[config.mk]
export PLATFORM = sky130hd
export DESIGN_NAME = ram_phase_sequencer
export DESIGN_NICKNAME = d
export VERILOG_FILES = /design/src/rtl/rc4_ram_pkg.sv /design/src/rtl/ram_client_mux.sv /design/src/rtl/ram_phase_sequencer.sv
export SDC_FILE = /design/constraint.sdc
export NUM_CORES = 1
export LEC_CHECK = 0
export ABC_AREA = 1
export BUFFER_PORTS_ARGS = -buffer_cell sky130_fd_sc_hd__buf_2
export CAP_MARGIN = 20
export CORE_MARGIN = 2
export CORE_UTILIZATION = 40
export DETAILED_ROUTE_END_ITERATION = 8
export PLACE_DENSITY = 0.73
export REMOVE_ABC_BUFFERS = 1
export SETUP_SLACK_MARGIN = 0.4
export SYNTH_ARGS = -nofsm -noshare
export SYNTH_HDL_FRONTEND = slang
export SYNTH_HIERARCHICAL = 1
export SYNTH_SLANG_ARGS = --single-unit
[constraint.sdc]
create_clock -name clk -period 2.4 [get_ports clk]
set_clock_uncertainty 0.1 [all_clocks]
set_input_delay 0.48 -clock clk [delete_from_list [all_inputs] [get_ports clk]]
set_output_delay 0.48 -clock clk [all_outputs]
set_load 0.1 [all_outputs]
[src/rtl/rc4_ram_pkg.sv]
// Shared types and constants for the RC4 S-box RAM phase sequencer.
// Holds the sequencer state enum and the lowest-set-bit helper.
package rc4_ram_pkg;

    localparam int DEF_RAM_WIDTH = 8;

    localparam int DEV_INIT    = 0;
    localparam int DEV_SHUFFLE = 1;
    localparam int DEV_DECRYPT = 2;

    typedef enum logic [2:0] {
        S_IDLE,
        S_SELECT,
        S_RUN,
        S_SETTLE,
        S_DONE,
        S_FAULT
    } seq_state_t;

    function automatic int unsigned lowest_set(input logic [31:0] mask);
        int unsigned idx;
        idx = 0;
        for (int i = 31; i >= 0; i--) begin
            if (mask[i]) idx = i;
        end
        return idx;
    endfunction

endpackage

[src/rtl/ram_client_mux.sv]
// Selects the granted client's RAM write port; i_force_off gates the write
// enable so the bus is quiet outside a grant.
module ram_client_mux #(
    parameter int RAM_WIDTH   = 8,
    parameter int NUM_DEVICES = 4,
    parameter int IDX_W       = 2
) (
    input  logic [IDX_W-1:0]                 i_sel,
    input  logic                             i_force_off,
    input  logic [NUM_DEVICES-1:0]           i_we,
    input  logic [NUM_DEVICES*RAM_WIDTH-1:0] i_addr,
    input  logic [NUM_DEVICES*RAM_WIDTH-1:0] i_wdata,
    output logic                             o_we,
    output logic [RAM_WIDTH-1:0]             o_addr,
    output logic [RAM_WIDTH-1:0]             o_wdata
);

    always_comb begin
        o_we    = 1'b0;
        o_addr  = '0;
        o_wdata = '0;
        for (int k = 0; k < NUM_DEVICES; k++) begin
            if (i_sel == IDX_W'(k)) begin
                o_we    = i_we[k] & ~i_force_off;
                o_addr  = i_addr[k*RAM_WIDTH +: RAM_WIDTH];
                o_wdata = i_wdata[k*RAM_WIDTH +: RAM_WIDTH];
            end
        end
    end

endmodule

[src/rtl/ram_phase_sequencer.sv]
// Grants the single-port S-box RAM to enabled clients in ascending order,
// with per-phase watchdog, abort and busy/done/error status.
module ram_phase_sequencer
    import rc4_ram_pkg::*;
#(
    parameter int RAM_WIDTH      = DEF_RAM_WIDTH,
    parameter int NUM_DEVICES    = 4,
    parameter int IDX_W          = $clog2(NUM_DEVICES),
    parameter int TIMEOUT_CYCLES = 4096
) (
    input  logic                             clk,
    input  logic                             reset,
    input  logic                             go,
    input  logic                             abort,
    input  logic [NUM_DEVICES-1:0]           phase_en,
    output logic                             busy,
    output logic                             done,
    output logic                             error,
    output logic [IDX_W-1:0]                 phase,
    output logic [NUM_DEVICES-1:0]           dev_start,
    input  logic [NUM_DEVICES-1:0]           dev_finished,
    input  logic [NUM_DEVICES-1:0]           dev_we,
    input  logic [NUM_DEVICES*RAM_WIDTH-1:0] dev_addr,
    input  logic [NUM_DEVICES*RAM_WIDTH-1:0] dev_wdata,
    output logic                             ram_we,
    output logic [RAM_WIDTH-1:0]             ram_addr,
    output logic [RAM_WIDTH-1:0]             ram_wdata
);

    localparam int WD_W = (TIMEOUT_CYCLES > 0) ? $clog2(TIMEOUT_CYCLES + 1) : 1;
    localparam logic [WD_W-1:0] WD_LAST =
        WD_W'((TIMEOUT_CYCLES > 0) ? TIMEOUT_CYCLES - 1 : 0);

    seq_state_t             r_state;
    seq_state_t             w_next;
    logic [NUM_DEVICES-1:0] r_mask;
    logic [NUM_DEVICES-1:0] w_mask_next;
    logic [IDX_W-1:0]       r_phase;
    logic [IDX_W-1:0]       w_phase_next;
    logic [WD_W-1:0]        r_wdog;
    logic                   r_error;
    logic [NUM_DEVICES-1:0] r_dev_start;
    logic                   w_fin;
    logic                   w_timeout;
    logic                   w_force_off;
    logic                   w_we;
    logic [RAM_WIDTH-1:0]   w_addr;
    logic [RAM_WIDTH-1:0]   w_wdata;

    assign w_fin     = dev_finished[r_phase];
    assign w_timeout = (TIMEOUT_CYCLES != 0) && (r_wdog >= WD_LAST);

    always_comb begin
        w_next       = r_state;
        w_mask_next  = r_mask;
        w_phase_next = r_phase;
        unique case (r_state)
            S_IDLE: begin
                if (go) begin
                    w_mask_next = phase_en;
                    w_next      = (|phase_en) ? S_SELECT : S_DONE;
                end
            end
            S_SELECT: begin
                if (abort) begin
                    w_next = S_IDLE;
                end else begin
                    w_phase_next = IDX_W'(lowest_set(32'(r_mask)));
                    // x & (x-1) drops exactly the bit just granted
                    w_mask_next  = r_mask & (r_mask - NUM_DEVICES'(1));
                    w_next       = S_RUN;
                end
            end
            S_RUN: begin
                if (abort)          w_next = S_IDLE;
                else if (w_fin)     w_next = S_SETTLE;
                else if (w_timeout) w_next = S_FAULT;
            end
            S_SETTLE: begin
                if (abort)        w_next = S_IDLE;
                else if (|r_mask) w_next = S_SELECT;
                else              w_next = S_DONE;
            end
            S_DONE:  w_next = S_IDLE;
            S_FAULT: w_next = S_IDLE;
            default: w_next = S_IDLE;
        endcase
    end

    always_ff @(posedge clk) begin
        if (reset) begin
            r_state     <= S_IDLE;
            r_mask      <= '0;
            r_phase     <= '0;
            r_wdog      <= '0;
            r_error     <= 1'b0;
            r_dev_start <= '0;
        end else begin
            r_state <= w_next;
            r_mask  <= w_mask_next;
            r_phase <= w_phase_next;
            if (r_state == S_RUN && w_next == S_RUN) begin
                if (r_wdog != '1) r_wdog <= r_wdog + WD_W'(1);
            end else begin
                r_wdog <= '0;
            end
            if (r_state == S_IDLE && go)  r_error <= 1'b0;
            else if (w_next == S_FAULT)   r_error <= 1'b1;
            r_dev_start <= (w_next == S_RUN)
                ? (NUM_DEVICES'(1) << w_phase_next) : '0;
        end
    end

    assign w_force_off = (r_state != S_RUN);

    ram_client_mux #(
        .RAM_WIDTH  (RAM_WIDTH),
        .NUM_DEVICES(NUM_DEVICES),
        .IDX_W      (IDX_W)
    ) u_mux (
        .i_sel      (r_phase),
        .i_force_off(w_force_off),
        .i_we       (dev_we),
        .i_addr     (dev_addr),
        .i_wdata    (dev_wdata),
        .o_we       (w_we),
        .o_addr     (w_addr),
        .o_wdata    (w_wdata)
    );

    // Bus parks at zero while idle so reset leaves a clean RAM port
    assign ram_we    = w_we;
    assign ram_addr  = (r_state == S_IDLE) ? '0 : w_addr;
    assign ram_wdata = (r_state == S_IDLE) ? '0 : w_wdata;

    assign busy      = (r_state != S_IDLE);
    assign done      = (r_state == S_DONE);
    assign error     = r_error;
    assign phase     = r_phase;
    assign dev_start = r_dev_start;

endmodule

==> metrics <==
DRC 0; reg2reg end r_wdog[7]; H-tree depth 1; crit start category flip-flop; # hold bufs at CTS 0; fin crit share about nine tenths; synthesis-to-layout area growth 64.2%; hold depth 2; P_int roughly 0.00079 W; die height 74.3 µm; pin count of the biggest net entering global routing 19; Max Buffers Root-to-Sink 2; chip width 74.3 µm; synthesized area slightly below 2000 µm²; antenna violations before repair 0; Yosys top cell by area dfxtp_1; nets@finish approximately 530; outcome complete, no violations; IO Count 106; sw power 0.000483 W; Worst EP arrival approximately 1600 ps; Final min period approximately 2100 ps; Final ANT Viol Nets 0; HP Class reg -> reg; Total Wirelength 6730 µm; Max Clock Freq between 0.4 and 0.5 GHz; max-cap violation count 0; clock power share a little over 20%; sequential-to-total area share from yosys stat about 27%; Max Slew Vio Count 0; share of cells above drive strength 1 roughly 41%; RSZ-0062 raised after global routing yes; global-route wire length before repair 9770 µm; CTS buffer count 3; Vias/cell between 4 and 5; gpl congestion 0.910; Synth Instances about 330; Crit path top cell by count buf_12; Reg2Reg Setup Slack between 400 and 500 ps; GRT Resource Usage Total between 20% and 30%; post-synth cell types 29; total gr overflow 0; later-pin clock latency in the skew report approximately 270 ps; Area contributors post-synth dfxtp_1 (27%), nand2_1 (20%), nor2_1 (8.9%); Root Buffer Master clkbuf_8; CTS tree built; Synthesis Warnings 6; final core utilization between 60% and 70%; Comb power frac a little over two fifths; Die ar. between 5000 and 6000 µm²; IO buf count around 110; critical path required time about 1800 ps; row count 25; Hold Fails Final Rpt 0; #FFs+latches synth 27; Sw Share a little under two fifths; Design Area, Final between 3000 and 4000 µm²; Detailed Place HPWL about 4600 µm; WS Path Type reg -> out; placed cell area between 2000 and 3000 µm²; # diodes 0; most common cell after layout, fill and taps aside nand2_1; CP peak stage delay approximately 380 ps; hold_sp error; critical path capture point type output port; vias roughly 2500; commonest non-fill, non-tap cells in the layout nand2_1 (104), buf_2 (86), inv_1 (42), nor2_1 (29), nand4_1 (27); Crit Reg-Reg Startpoint r_state[2]; Initial DRC Count 121; Hold Path End error; drt wl/cell between 10 and 15 µm; sequential power share 36.4%; worst reg2reg path depth 10; Pwr per Cell Area 392 nW/µm²; DR pass1 iterations 4; Cell Chain, Critical Path buf_6 -> nor3_4 -> buf_12 -> clkbuf_16 -> nor2_2 -> buf_12; Buf/Inv on CP 4; Largest delay share family, worst path buffers and inverters; CTS sink cnt 27; worst-path fanout max 9; core area around 4800 µm²; slowest CP cell dfxtp_4; vias in the first global route 2338; final non-filler cell total slightly above 500; Max VDD drop around 0.41 mV; Initial Utilization 41.6%; Synth top area share 27.3%; Mean Syn Cell Area ~6.1 µm²; Leakage around 1.5 nW; clock transition at the registers of the reported paths roughly 90 ps; setup violators final 0; total placed cells including tap cells 494
==> area by class of cell <==
cell class,instances,area (µm²)
Timing Repair Buffer,127,1080
Inverter,49,196
Fill cell,399,1510
Tap cell,67,83.8
Clock buffer,3,41.3
Clock inverter,1,5.00
Multi-Input combinational cell,243,1280
Sequential cell,27,559
==> synthesized netlist by cell type, drive strengths merged <==
cell,instances
conb,1
xnor2,6
or2,1
nor4,1
o21a,1
xor2,5
ha,1
o21ai,3
nand2,106
a31oi,1
nor2,62
inv,49
clkbuf,1
a21oi,11
nor3,8
nand4,28
dfxtp,27
nand3,8
buf,6
==> routing by layer <==
| layer | global-route usage [%] | wire [µm] | vias to the layer above | part of all wire [%] |
|---|---|---|---|---|
| met3 | 5.15 | 654 | 20 | 9.7 |
| met2 | 41.9 | 3410 | 122 | 51 |
| met1 | 24.2 | 2510 | 1130 | 37 |
| met4 | 8.73 | 157 | 0 | 2.3 |
| li1 | - | - | 1271 | - |
| met5 | 0 | 0 | - | 0 |
==> registers in the layout, indices dropped and copies added, names as in the netlist <==
name       count
phase          2
r_wdog        13
r_mask         4
r_state        3
error          1
dev_start      4
==> cells by family after synthesis <==
family / share of synthesized area [%]
and+or+nand+nor: 50.4
buffers and inverters: 12.2
DFF: 27.3
AOI/OAI and AO/OA: 4.43
xor gates and xnor gates: 4.87
adders and majority gates: 0.633
other: 0.190
==> power groups by stage <==
stage          sequential [W]  clock, W  combinational, W
3_3_place_gp         0.000476         0          0.000454
6_report             0.000463  0.000257          0.000551
3_5_place_dp         0.000477         0          0.000456
4_1_cts              0.000464  0.000261          0.000497
5_1_grt              0.000464  0.000280          0.000580
2_1_floorplan        0.000485         0          0.000262
==> metrics by stage <==
stage / hold slack [ps] / TNS [ps] / total power, W / setup slack (ps)
4_1_cts: 359 / 0 / 0.00122 / 304
6_report: 359 / 0 / 0.00127 / 273
3_3_place_gp: 343 / 0 / 0.000930 / 219
2_1_floorplan: 346 / -21020 / 0.000746 / -1120
5_1_grt: 388 / 0 / 0.00132 / 204
3_5_place_dp: 338 / 0 / 0.000934 / 221
==> worst reg2reg max path: cells and delay by family (launching register included) <==
family / cells / cell delay, ps
buffers and inverters: 4 / 620
AND/OR/NAND/NOR: 4 / 470
flip-flops: 1 / 380
AO/OA/AOI/OAI: 2 / 250
==> worst max path at each step <==
stage                           from  slack [ps]          end  cells past startpoint
after floorplan             phase[0]       -1120  ram_addr[0]                      6
after global placement      phase[0]         220  ram_addr[3]                      7
after detailed placement    phase[1]         220  ram_addr[3]                      7
after CTS                   phase[0]         300  ram_addr[3]                      8
after global routing        phase[1]         200  ram_addr[3]                      8
final                     r_state[2]         270  ram_addr[4]                      6
==> timing repair <==
item / in CTS / in global routing
buffers inserted: 9 / 8
pin swaps: 23 / 3
endpoints found under the setup margin: 31 / 31
cloned: 0 / 2
gates resized for setup: 35 / 18
Power figures use the tool's default switching activity.
